--- src/rtl/cpu_pkg.sv ---
// Shared debug-controller types: command/response codes, halt causes, FSM states
// and the architectural PC width.
package cpu_pkg;

    localparam int unsigned PC_W = 16;

    typedef enum logic [2:0] {
        CMD_HALT   = 3'd0,
        CMD_RESUME = 3'd1,
        CMD_STEP   = 3'd2,
        CMD_SET_BP = 3'd3,
        CMD_CLR_BP = 3'd4
    } dbg_cmd_e;

    typedef enum logic {
        RSP_OK  = 1'b0,
        RSP_ERR = 1'b1
    } dbg_rsp_e;

    typedef enum logic [1:0] {
        CAUSE_NONE = 2'd0,
        CAUSE_REQ  = 2'd1,
        CAUSE_BP   = 2'd2,
        CAUSE_STEP = 2'd3
    } halt_cause_e;

    typedef enum logic [1:0] {
        ST_RUN    = 2'd0,
        ST_STEP   = 2'd1,
        ST_DRAIN  = 2'd2,
        ST_HALTED = 2'd3
    } dbg_state_e;

endpackage

--- src/rtl/debug_ctrl_bp_table.sv ---
// PC breakpoint slots: commit-PC match, lowest-free-slot allocation and
// clear-by-value of every matching valid slot.
module bp_table
    import cpu_pkg::*;
#(
    parameter int unsigned NUM_BP = 2
) (
    input  logic            clk,
    input  logic            rst,
    input  logic            set_en,
    input  logic            clr_en,
    input  logic [PC_W-1:0] wr_pc,
    input  logic [PC_W-1:0] cmp_pc,
    output logic            match,
    output logic            has_free,
    output logic            clr_hit
);

    logic [PC_W-1:0]   slot_pc [NUM_BP];
    logic [NUM_BP-1:0] slot_vld;
    logic [NUM_BP-1:0] free_sel;
    logic [NUM_BP-1:0] eq_cmp;
    logic [NUM_BP-1:0] eq_wr;

    always_comb begin
        free_sel = '0;
        has_free = 1'b0;
        eq_cmp   = '0;
        eq_wr    = '0;
        for (int unsigned i = 0; i < NUM_BP; i++) begin
            if (!slot_vld[i] && !has_free) begin
                free_sel[i] = 1'b1;
                has_free    = 1'b1;
            end
            eq_cmp[i] = slot_vld[i] && (slot_pc[i] == cmp_pc);
            eq_wr[i]  = slot_vld[i] && (slot_pc[i] == wr_pc);
        end
        match   = |eq_cmp;
        clr_hit = |eq_wr;
    end

    always_ff @(posedge clk or posedge rst) begin
        if (rst) begin
            slot_vld <= '0;
            for (int unsigned i = 0; i < NUM_BP; i++) begin
                slot_pc[i] <= '0;
            end
        end else begin
            for (int unsigned i = 0; i < NUM_BP; i++) begin
                if (set_en && free_sel[i]) begin
                    slot_vld[i] <= 1'b1;
                    slot_pc[i]  <= wr_pc;
                end else if (clr_en && eq_wr[i]) begin
                    slot_vld[i] <= 1'b0;
                end
            end
        end
    end

endmodule

--- src/rtl/debug_ctrl.sv ---
// Run-control debug block: halt/resume/step the CPU, PC breakpoints, and a
// single-outstanding request/response command channel.
module debug_ctrl
    import cpu_pkg::*;
#(
    parameter int unsigned NUM_BP        = 2,
    parameter bit          HALT_ON_RESET = 1'b0
) (
    input  logic            clk,
    input  logic            rst,
    input  logic            req_valid,
    output logic            req_ready,
    input  logic [2:0]      req_cmd,
    input  logic [PC_W-1:0] req_data,
    output logic            rsp_valid,
    input  logic            rsp_ready,
    output logic            rsp_code,
    input  logic            commit_valid,
    input  logic [PC_W-1:0] commit_pc,
    input  logic            cpu_quiesced,
    output logic            run_en,
    output logic            halted,
    output logic [1:0]      halt_cause
);

    dbg_state_e      state_q, state_n;
    halt_cause_e     cause_q, cause_n;
    dbg_rsp_e        rsp_code_q, rsp_code_n;
    logic [PC_W-1:0] cnt_q, cnt_n;
    logic            sup_q, sup_n;
    logic            pend_q, pend_n;
    logic            rsp_valid_q, rsp_valid_n;
    logic            run_en_q, halted_q;

    logic            set_en, clr_en;
    logic            bp_match, has_free, clr_hit;
    logic            accept, running, hit;

    bp_table #(.NUM_BP(NUM_BP)) u_bp_table (
        .clk      (clk),
        .rst      (rst),
        .set_en   (set_en),
        .clr_en   (clr_en),
        .wr_pc    (req_data),
        .cmp_pc   (commit_pc),
        .match    (bp_match),
        .has_free (has_free),
        .clr_hit  (clr_hit)
    );

    assign req_ready = !rsp_valid_q && (state_q != ST_DRAIN);
    assign accept    = req_valid && req_ready;
    assign running   = (state_q == ST_RUN) || (state_q == ST_STEP);
    assign hit       = running && commit_valid && bp_match && !sup_q;

    always_comb begin
        state_n     = state_q;
        cause_n     = cause_q;
        cnt_n       = cnt_q;
        sup_n       = sup_q;
        pend_n      = pend_q;
        rsp_valid_n = rsp_valid_q && !rsp_ready;
        rsp_code_n  = rsp_code_q;
        set_en      = 1'b0;
        clr_en      = 1'b0;

        if (running && commit_valid) begin
            sup_n = 1'b0;
        end

        case (state_q)
            ST_RUN: begin
                if (hit) begin
                    state_n = ST_DRAIN;
                    cause_n = CAUSE_BP;
                end
            end
            ST_STEP: begin
                if (commit_valid) begin
                    cnt_n = cnt_q - 16'd1;
                    if (hit) begin
                        state_n = ST_DRAIN;
                        cause_n = CAUSE_BP;
                    end else if (cnt_q == 16'd1) begin
                        state_n = ST_DRAIN;
                        cause_n = CAUSE_STEP;
                    end
                end
            end
            ST_DRAIN: begin
                // A HALT accepted while running is answered only once halted.
                if (cpu_quiesced) begin
                    state_n = ST_HALTED;
                    if (pend_q) begin
                        rsp_valid_n = 1'b1;
                        rsp_code_n  = RSP_OK;
                        pend_n      = 1'b0;
                    end
                end
            end
            default: ;
        endcase

        if (accept) begin
            rsp_valid_n = 1'b1;
            rsp_code_n  = RSP_ERR;
            case (dbg_cmd_e'(req_cmd))
                CMD_HALT: begin
                    if (state_q == ST_HALTED) begin
                        rsp_code_n = RSP_OK;
                    end else begin
                        rsp_valid_n = 1'b0;
                        pend_n      = 1'b1;
                        state_n     = ST_DRAIN;
                        if (!hit) begin
                            cause_n = CAUSE_REQ;
                        end
                    end
                end
                CMD_RESUME: begin
                    if (state_q == ST_HALTED) begin
                        state_n    = ST_RUN;
                        cause_n    = CAUSE_NONE;
                        sup_n      = 1'b1;
                        rsp_code_n = RSP_OK;
                    end
                end
                CMD_STEP: begin
                    if ((state_q == ST_HALTED) && (req_data != '0)) begin
                        state_n    = ST_STEP;
                        cause_n    = CAUSE_NONE;
                        cnt_n      = req_data;
                        sup_n      = 1'b1;
                        rsp_code_n = RSP_OK;
                    end
                end
                CMD_SET_BP: begin
                    if (has_free) begin
                        set_en     = 1'b1;
                        rsp_code_n = RSP_OK;
                    end
                end
                CMD_CLR_BP: begin
                    if (clr_hit) begin
                        clr_en     = 1'b1;
                        rsp_code_n = RSP_OK;
                    end
                end
                default: ;
            endcase
        end
    end

    always_ff @(posedge clk or posedge rst) begin
        if (rst) begin
            state_q     <= HALT_ON_RESET ? ST_HALTED : ST_RUN;
            cause_q     <= CAUSE_NONE;
            cnt_q       <= '0;
            sup_q       <= 1'b1;
            pend_q      <= 1'b0;
            rsp_valid_q <= 1'b0;
            rsp_code_q  <= RSP_OK;
            run_en_q    <= !HALT_ON_RESET;
            halted_q    <= HALT_ON_RESET;
        end else begin
            state_q     <= state_n;
            cause_q     <= cause_n;
            cnt_q       <= cnt_n;
            sup_q       <= sup_n;
            pend_q      <= pend_n;
            rsp_valid_q <= rsp_valid_n;
            rsp_code_q  <= rsp_code_n;
            run_en_q    <= (state_n == ST_RUN) || (state_n == ST_STEP);
            halted_q    <= (state_n == ST_HALTED);
        end
    end

    assign rsp_valid  = rsp_valid_q;
    assign rsp_code   = rsp_code_q;
    assign run_en     = run_en_q;
    assign halted     = halted_q;
    assign halt_cause = cause_q;

endmodule

--- config.mk ---
export PLATFORM = sky130hd
export DESIGN_NAME = debug_ctrl
export DESIGN_NICKNAME = d
export VERILOG_FILES = /design/src/rtl/cpu_pkg.sv /design/src/rtl/debug_ctrl_bp_table.sv /design/src/rtl/debug_ctrl.sv
export SDC_FILE = /design/constraint.sdc
export NUM_CORES = 1
export LEC_CHECK = 0
export BUFFER_PORTS_ARGS = -buffer_cell sky130_fd_sc_hd__buf_2
export CORE_MARGIN = 8
export CORE_UTILIZATION = 55
export CTS_CLUSTER_SIZE = 12
export DETAILED_ROUTE_END_ITERATION = 6
export HOLD_SLACK_MARGIN = 0.05
export PLACE_DENSITY = 0.77
export SYNTH_ARGS = -nofsm -noshare
export SYNTH_HDL_FRONTEND = slang
export SYNTH_SLANG_ARGS = --single-unit
--- constraint.sdc ---
create_clock -name clk -period 4.9 [get_ports clk]
set_input_delay 0.735 -clock clk [delete_from_list [all_inputs] [get_ports clk]]
set_output_delay 0.735 -clock clk [all_outputs]
set_load 0.1 [all_outputs]
==> results_dict.tcl <==
set metrics [dict create \
    period_share 0.5100 \
    status "finished, final reports clean" \
    finalHoldViolations 0 \
    fp.dieW_um 95.77 \
    slowest_delay_ps 510 \
    cts_setup_buffers 0 \
    cts-hold-fix-buffers 0 \
    max_slew_margin 0.5010 \
    synth.area.top_cells "dfrtp_1, xor2_1, mux2_2, xnor2_1, nor4_1" \
    root_buffer "clkbuf_8" \
    synth_top_cell_by_area "dfrtp_1" \
    clockBufferDepth 2 \
    finalMaxSlewViolations 0 \
    core_mm2 0.006241 \
    setup-violations-final 0 \
    slowest_stage "nand3b_1" \
    grt_use_total 0.2063 \
    fillCellCount 542 \
    start_util 0.5607 \
    critPathLaunchType "input port" \
    synth_top_area_frac 0.4147 \
    vias 2718 \
    multiInputGateArea_mm2 0.001929 \
    grt_pass1_wl_um 14290 \
    critPathBufInv 2 \
    synth_top_flop_cell "dfrtp_1" \
    syn_to_final_growth_pct 14.73 \
    critPathKind "in -> reg" \
    crit_family "simple AND/OR/NAND/NOR gates" \
    core.rowCount 29 \
    critical_path_cell_count 7 \
    fp.dieArea_mm2 0.009171 \
    hpwl_um 6448 \
    drt_iter0_drc 145 \
    synthCells 337 \
    cp_data_arrival_time_ps 2770 \
    portBuffers 47 \
    crit_chain "buf_2 -> nor4_1 -> a41oi_1 -> nand3b_1 -> buf_4 -> o21ai_1 -> a21o_1" \
    ys_types 46 \
    drc_errors 0 \
    cts_resized 0 \
    final_core_util 0.6433 \
    cts_buffers 9 \
    ant_nets 0 \
    end_kind "flop" \
    wl_per_cell_um 18.47 \
    drt_pre_antenna_iters 4 \
    synth_most_common_cell "xor2_1" \
    synth_edf_count 0 \
    antenna_found_initial 0 \
    r2r_cells 6 \
    avgSynthCellArea_um2 10.38 \
    via_per_inst 5.771 \
    clkLatencyLatePin_ps 340 \
    layout-drive-gt1-share 0.2792 \
    wirelength_um 8701 \
    grt_overflow 0 \
    cts_tree "yes" \
    peakVddDrop_mv 0.4113 \
    grt_pass1_vias 2888 \
    synth_common_cells "xor2_1, dfrtp_1, mux2_2, nor2_1, a21oi_1" \
    register_area_mm2 0.001504 \
    hold_path.class "reg -> reg" \
    max_slew.worst_pin.slew_ps 748.5 \
    period_needed_ps 2499 \
    clk_pin_slew_worst_paths_ps 70 \
    synth_area_mm2 0.003500 \
    holdWs_ps 514.7 \
    p_per_area_mw_per_mm2 588.4 \
    grt_max_degree 61 \
    n_antenna_cell 0 \
    syn-num-nets 380 \
    fin_skew_ps 8.707 \
    p_leak_nw 1.834 \
    tns_ps 0 \
    rsz0062_at_grt "no" \
    ys_warn_count 0 \
    max_freq_mhz 400.2 \
    cts.sinks 60 \
    power_w 0.002362 \
    hold_depth 2 \
    crit_required_ps 5170 \
    async_flop_share 1.000 \
    drv_cap 0 \
    path_max_fanout 19 \
    htreeDepth 3 \
    num-nets-final 432 \
    synth-seq-cells 60 \
    place.gp.congestion 0.9174 \
    ios 48 \
    ys_seq_area_frac 0.4297 \
    die_h_um 95.77 \
]
sequential cells by signal, indices dropped and copies added, names as in the netlist:
name,count
u_bp_table.slot_pc,32
run_en,1
rsp_valid,1
pend_q,1
sup_q,1
cnt_q,16
state_q,2
halt_cause,2
rsp_code,1
u_bp_table.slot_vld,2
halted,1
final cells by class:
cell class                 instances  share of cell area
timing repair buffer              51             0.06606
multi-input combinational        262              0.4805
sequential                        60              0.3746
inverter                           5            0.004674
clock inverter                     5             0.01246
clock buffer                      11             0.03771
tap                               77             0.02400
tightest hold or removal path: cells and delay by family (launching register included):
family          cells  cell delay [ps]
flops               1              350
compound gates      2              130
power breakdown:
part	switching [W]	total (W)	internal, W	leakage [nW]
Combinational	0.000562	0.000951	0.000389	0.974
Sequential	0.000232	0.000955	0.000722	0.751
Clock	0.000198	0.000457	0.000259	0.109
Total	0.000992	0.00236	0.00137	1.83
stage by stage:
step,instances,setup WS (ps),cell area (um2)
after floorplan,337,1972,3500
after detailed placement,455,2162,3814
after global routing,471,2219,4015
final,471,2401,4015
after CTS,471,2483,4015
after global placement,455,2311,3814
logic make-up after synthesis:
kind of cell,after synthesis,share of synthesized area
AO/OA/AOI/OAI,41,0.06936
XOR/XNOR,80,0.2002
adder cells (fa/ha/maj),2,0.007149
buffers and inverters,15,0.01895
flip-flops,60,0.4297
multiplexers,32,0.1030
AND/OR/NAND/NOR,107,0.1716
routing by layer:
layer,global-route usage,part of all wire
met4,0.1242,0.043
met2,0.3257,0.49
met3,0.05382,0.057
met1,0.2488,0.41
met5,0,0
layout by cell type, fill, tap and decap left out, types with 8 or more instances in the layout:
| cell | synthesis | final |
|---|---|---|
| xor2_1 | 64 | 64 |
| dfrtp_1 | 58 | 58 |
| buf_2 | 2 | 47 |
| mux2_2 | 32 | 32 |
| nor2_1 | 32 | 32 |
| a21oi_1 | 22 | 22 |
| nor4_1 | 20 | 20 |
| xnor2_1 | 16 | 16 |
| clkbuf_8 | 0 | 11 |
| nor3_1 | 9 | 9 |
| nand2_1 | 8 | 8 |
worst paths after layout:
path                            slack, ps   startpoint                endpoint
max in group asynchronous            3800          rst  u_bp_table.slot_pc[16]
worst min register to register        510     rsp_code                rsp_code
min in group asynchronous             580          rst                cnt_q[7]
worst min-delay path                  510     rsp_code                rsp_code
worst max-delay path                 2400  req_data[2]                   sup_q
worst max register to register       2510   state_q[1]                  halted
(Power assumes the default switching activity.)
